[src/rtl/data_mem_arbiter.sv]
// Two-port round-robin arbiter in front of a single-port data memory.
// One command is in flight at a time: IDLE accepts, ACCESS touches memory, RESP returns the result.
module data_mem_arbiter #(
    parameter int WIDTH = 64,
    parameter int DEPTH = 128
) (
    input  logic             clk,
    input  logic             rst_n,

    input  logic             req0_valid,
    input  logic             req0_we,
    input  logic [63:0]      req0_addr,
    input  logic [WIDTH-1:0] req0_wdata,
    output logic             req0_ready,

    input  logic             req1_valid,
    input  logic             req1_we,
    input  logic [63:0]      req1_addr,
    input  logic [WIDTH-1:0] req1_wdata,
    output logic             req1_ready,

    output logic             rsp0_valid,
    input  logic             rsp0_ready,
    output logic [WIDTH-1:0] rsp0_rdata,
    output logic             rsp0_err,

    output logic             rsp1_valid,
    input  logic             rsp1_ready,
    output logic [WIDTH-1:0] rsp1_rdata,
    output logic             rsp1_err,

    output logic             mem_read,
    output logic             mem_write,
    output logic [63:0]      mem_addr,
    output logic [WIDTH-1:0] mem_wdata,
    input  logic [WIDTH-1:0] mem_rdata,

    output logic             busy
);

    // state  | meaning
    // IDLE   | arbitrate, accept one command (ready is combinational)
    // ACCESS | one-cycle memory read or write with the latched command
    // RESP   | hold response for the latched port until its rsp_ready
    typedef enum logic [1:0] {
        IDLE   = 2'd0,
        ACCESS = 2'd1,
        RESP   = 2'd2
    } state_t;

    localparam logic [63:0] DEPTH_W = 64'(DEPTH);

    state_t             r_state;
    state_t             w_state_nxt;

    logic               r_last_grant;
    logic               r_port;
    logic               r_we;
    logic [63:0]        r_addr;
    logic [WIDTH-1:0]   r_wdata;
    logic               r_err;
    logic [WIDTH-1:0]   r_rdata;

    logic               w_grant;
    logic               w_accept;
    logic               w_sel_we;
    logic [63:0]        w_sel_addr;
    logic [WIDTH-1:0]   w_sel_wdata;
    logic               w_in_range;
    logic               w_rsp_ready;

    // Contention goes to the port that did not win last; a lone requester always wins.
    always_comb begin
        w_grant = 1'b0;
        if (req0_valid && req1_valid) begin
            w_grant = ~r_last_grant;
        end else if (req1_valid) begin
            w_grant = 1'b1;
        end
    end

    assign w_accept    = rst_n && (r_state == IDLE) && (req0_valid || req1_valid);
    assign w_sel_we    = w_grant ? req1_we    : req0_we;
    assign w_sel_addr  = w_grant ? req1_addr  : req0_addr;
    assign w_sel_wdata = w_grant ? req1_wdata : req0_wdata;
    assign w_in_range  = (w_sel_addr < DEPTH_W);
    assign w_rsp_ready = r_port ? rsp1_ready : rsp0_ready;

    always_ff @(posedge clk or negedge rst_n) begin
        if (!rst_n) begin
            r_state <= IDLE;
        end else begin
            r_state <= w_state_nxt;
        end
    end

    always_comb begin
        w_state_nxt = r_state;
        case (r_state)
            IDLE: begin
                if (w_accept) begin
                    w_state_nxt = w_in_range ? ACCESS : RESP;
                end
            end
            ACCESS: w_state_nxt = RESP;
            RESP: begin
                if (w_rsp_ready) begin
                    w_state_nxt = IDLE;
                end
            end
            default: w_state_nxt = IDLE;
        endcase
    end

    always_ff @(posedge clk or negedge rst_n) begin
        if (!rst_n) begin
            r_last_grant <= 1'b1;
            r_port       <= 1'b0;
            r_we         <= 1'b0;
            r_addr       <= '0;
            r_wdata      <= '0;
            r_err        <= 1'b0;
            r_rdata      <= '0;
        end else if (w_accept) begin
            r_last_grant <= w_grant;
            r_port       <= w_grant;
            r_we         <= w_sel_we;
            r_addr       <= w_sel_addr;
            r_wdata      <= w_sel_wdata;
            r_err        <= ~w_in_range;
            r_rdata      <= '0;
        end else if ((r_state == ACCESS) && !r_we) begin
            r_rdata      <= mem_rdata;
        end
    end

    // Memory strobes are decoded from the state register, so an async reset kills a write at once.
    always_comb begin
        req0_ready = 1'b0;
        req1_ready = 1'b0;
        rsp0_valid = 1'b0;
        rsp1_valid = 1'b0;
        rsp0_rdata = '0;
        rsp1_rdata = '0;
        rsp0_err   = 1'b0;
        rsp1_err   = 1'b0;
        mem_read   = 1'b0;
        mem_write  = 1'b0;
        mem_addr   = '0;
        mem_wdata  = '0;
        busy       = (r_state != IDLE);

        if (w_accept) begin
            req0_ready = ~w_grant;
            req1_ready = w_grant;
        end

        if (r_state == ACCESS) begin
            mem_read  = ~r_we;
            mem_write = r_we;
            mem_addr  = r_addr;
            mem_wdata = r_wdata;
        end

        if (r_state == RESP) begin
            if (r_port) begin
                rsp1_valid = 1'b1;
                rsp1_rdata = r_rdata;
                rsp1_err   = r_err;
            end else begin
                rsp0_valid = 1'b1;
                rsp0_rdata = r_rdata;
                rsp0_err   = r_err;
            end
        end
    end

endmodule

[config.mk]
export PLATFORM = sky130hd
export DESIGN_NAME = data_mem_arbiter
export DESIGN_NICKNAME = d
export VERILOG_FILES = /design/src/rtl/data_mem_arbiter.sv
export SDC_FILE = /design/constraint.sdc
export NUM_CORES = 1
export LEC_CHECK = 0
export BUFFER_PORTS_ARGS = -buffer_cell sky130_fd_sc_hd__buf_2
export CAP_MARGIN = 20
export CORE_AREA = 2 2 232 234
export CTS_CLUSTER_DIAMETER = 40
export DETAILED_ROUTE_END_ITERATION = 6
export DIE_AREA = 0 0 234 236
export GPL_ROUTABILITY_DRIVEN = 1
export GPL_TIMING_DRIVEN = 0
export PLACE_DENSITY = 0.43
export SETUP_SLACK_MARGIN = 0.15
export SLEW_MARGIN = 10
export SYNTH_ARGS = -nofsm -noshare
export SYNTH_HDL_FRONTEND = slang
export SYNTH_SLANG_ARGS = --single-unit
export TNS_END_PERCENT = 20
[constraint.sdc]
create_clock -name clk -period 1.7 [get_ports clk]
set_input_delay 0.34 -clock clk [delete_from_list [all_inputs] [get_ports clk]]
set_output_delay 0.34 -clock clk [all_outputs]
set_load 0.1 [all_outputs]
==> metrics.md <==
| Metric | Value |
|---|---|
| Status | `complete, but fails checks` |
| Failing checks | `negative hold slack, negative setup slack` |
| Fin nets | `2297` |
| Vias per cell | `4.493` |
| # rows | `85` |
| P per Cell Area | `approximately 900 nW/um2` |
| Top-area cell type share of the netlist area | `46.98%` |
| Drc violations | `0` |
| Synth Instances | `approximately 1300` |
| YS warnings | `0` |
| CTS H-tree depth | `4` |
| Chip Height | `236 um` |
| Netlist Area Pre-Place | `10490 um2` |
| RSZ-0062 raised after global routing | `yes` |
| Placer congestion estimate | `0.8820` |
| Initial antenna violation count | `4` |
| MaxCap Viol Count | `0` |
| Reg area | `approximately 5000 um2` |
| Layout cells sized above 1 | `50.05%` |
| Final HPWL DP | `42.00 mm` |
| FFs w/ async S/R, synth | `100.0%` |
| WP data required | `1.36 ns` |
| Syn nets | `roughly 1700` |
| Total grt overflow | `0` |
| Vias | `roughly 12000` |
| Syn_area_per_cell | `7.849 um2` |
| First-pass GRT wire length | `79.55 mm` |
| Synth cell count leaders | `nand2_1 (389), and2_1 (259), dfrtp_1 (197)` |
| DR iter-0 viols | `roughly 690` |
| Port bufs | `592` |
| Routed wire per std cell | `slightly above 20 um` |
| Sw power | `6.867 mW` |
| Final Util | `38.20%` |
| Starting Density | `19.77%` |
| Total power draw | `18.16 mW` |
| Remaining antenna violation count after routing | `0` |
| Gr usage total | `roughly 20%` |
| Int Pwr | `approximately 11 mW` |
| Clock power share | `23.9%` |
| Die area | `55220 um2` |
| Largest net degree at the start of global routing | `92` |
| Worst-skew pair later-pin latency | `approximately 0.50 ns` |
| Hold_ws | `-0.3264 ns` |
| Switching part of the total power | `37.82%` |
| Worst IR Drop VDD | `556.1 uV` |
| Num CTS Buffers | `17` |
| Worst rel slew slack | `28.94%` |
| Part of the power in combinational logic | `around 37%` |
| Area leader, netlist | `dfrtp_1` |
| Clock Pin Slew Worst Setup and Hold Paths | `0.08 ns` |
| Fin. Hold Viols | `71` |
| CTS hold repair buffers | `1` |
| Share of power burned in registers | `39.5%` |
| FILL cells | `5296` |
| Final Max Slew Viols | `0` |
| EDFF count, synth | `0` |
| Root Driver | `clkbuf_16` |
| Core Box Area | `53070 um2` |
| Worst setup margin | `-0.6454 ns` |
| Type of the worst min-delay path | `input port to asynchronous set/reset pin` |
| Crit path kind | `flop to primary output` |
| DRT Pass-1 Iters | `5` |
| Area Growth Syn to Fin | `93.20%` |
| Worst Tran Pin Value | `about 1.1 ns` |
| Reg2reg setup slack | `-0.39 ns` |
| CP max FO | `10` |
| CP arrival | `2.01 ns` |
| Setup crit end kind | `primary output` |
| FF+latch count, synth | `198` |
| Layout Skew | `~0.0098 ns` |
| P_leak | `approximately 9 nW` |
| Synth cell types | `29` |
| Die width | `234 um` |
| Crit share post-route | `138.0%` |
| FMAX | `0.4264 GHz` |
| Clock Path Buffers | `2` |
| Final setup fails | `447` |
| Type of origin of the critical path | `flop` |
| Ports | `593` |
| Area of the multi-input gates | `5684 um2` |
| Ranking of synthesized cells by area | `dfrtp_1 (47%), and2_1 (15%), nand2_1 (14%)` |
| Via count of the first global-routing pass | `12435` |
| Synth Flop Type | `dfrtp_1` |
| TritonCTS clock tree | `done` |
| # clock sinks | `a little under 200` |
| Final WL | `55.46 mm` |
| Most frequent cell after synthesis | `nand2_1` |
| Min Tclk post-route | `2.345 ns` |
| Sequential share of the synthesized area | `47.23%` |
-- layer usage --
layer	track usage, %	up-vias	part of all wire (%)
li1	-	5641	-
met4	6.502	0	2.6
met2	33.64	474	51
met5	0	-	0
met3	4.691	62	7.2
met1	23.58	5872	39
-- stage by stage --
step / instances / area [um2] / TNS [ns] / hold slack (ns) / worst slack (ns)
after floorplan: 1337 / 11000 / -26.76 / 0.04441 / -0.2465
after global placement: 2625 / 14840 / -1847.78 / 0.5214 / -5.143
after detailed placement: 2628 / 14920 / -400.64 / 0.1846 / -1.379
after CTS: 2667 / 18570 / -255.77 / -0.3693 / -0.7248
after global routing: 2681 / 20270 / -237.70 / -0.3548 / -0.7116
final: 2682 / 20270 / -194.39 / -0.3264 / -0.6454
-- power groups by stage --
stage | Sequential (mW) | Combinational [mW] | Clock [mW]
finish | 7.18 | 6.63 | 4.34
global route | 7.38 | 7.31 | 4.69
CTS | 7.13 | 5.74 | 4.53
detailed placement | 7.18 | 5.45 | 0
global placement | 7.13 | 5.34 | 0
floorplan | 6.89 | 3.56 | 0
-- cells in the final DEF (no fill, tap or decap), types with 7 or more instances in the layout --
master / count
nor2_1: 129
buf_2: 362
and2_2: 81
buf_8: 31
buf_1: 7
dfrtp_1: 194
nand2_1: 389
clkbuf_8: 7
clkbuf_1: 25
and2_4: 178
a21oi_1: 65
buf_12: 255
clkbuf_16: 30
a31oi_1: 129
nor4_1: 26
-- registers in the layout, summed over array words and instances, names as in the netlist --
register,flops
r_state,2
r_wdata,64
r_port,1
r_we,1
r_err,1
r_rdata,64
r_addr,64
r_last_grant,1
-- logic make-up after synthesis --
| group | after synthesis | synth area share, % |
|---|---|---|
| buffers and inverters | 109 | 4.340 |
| DFF | 198 | 47.23 |
| AOI/OAI and AO/OA | 205 | 11.63 |
| and+or+nand+nor | 825 | 36.81 |
-- final cells by class --
class / count / area share, %
repair buffers: 613 / 35.69
plain buffers: 107 / 4.468
well taps: 696 / 4.295
flip-flops and latches: 198 / 24.46
clock inverters: 11 / 0.6048
inverters: 2 / 0.07406
diodes: 4 / 0.04937
multi-input cells: 1030 / 28.04
clock buffers: 21 / 2.320
-- worst max-delay path, cell delays in order (launching register included) --
cell,delay [ns]
dfrtp_2,0.47
nor2b_4,0.15
buf_12,0.14
clkbuf_16,0.19
clkbuf_16,0.17
and2_2,0.21
buf_12,0.17
-- path summary, 6_finish.rpt --
check,from,end,cells after the start
worst max register to register,r_last_grant$_DFFE_PN1P_,r_addr[58]$_DFFE_PN0P_,6
worst max-delay path,r_state[0]$_DFFE_PN0P_,mem_wdata[21],6
worst min-delay path,rst_n,r_rdata[48]$_DFFE_PN0P_,1
worst min register to register,r_rdata[35]$_DFFE_PN0P_,r_rdata[35]$_DFFE_PN0P_,2
max in group asynchronous,rst_n,r_rdata[52]$_DFFE_PN0P_,3
min in group clk,mem_rdata[21],r_rdata[21]$_DFFE_PN0P_,3
-- timing repair --
item | in CTS | in global routing
cloned | 4 | 6
hold endpoints to repair | 63 | 61
setup buffers | 2 | 5
endpoints found under the setup margin | 463 | 462
pin swaps | 19 | 28
resized for setup | 829 | 483
No activity file was read; power rests on OpenSTA's default activity.
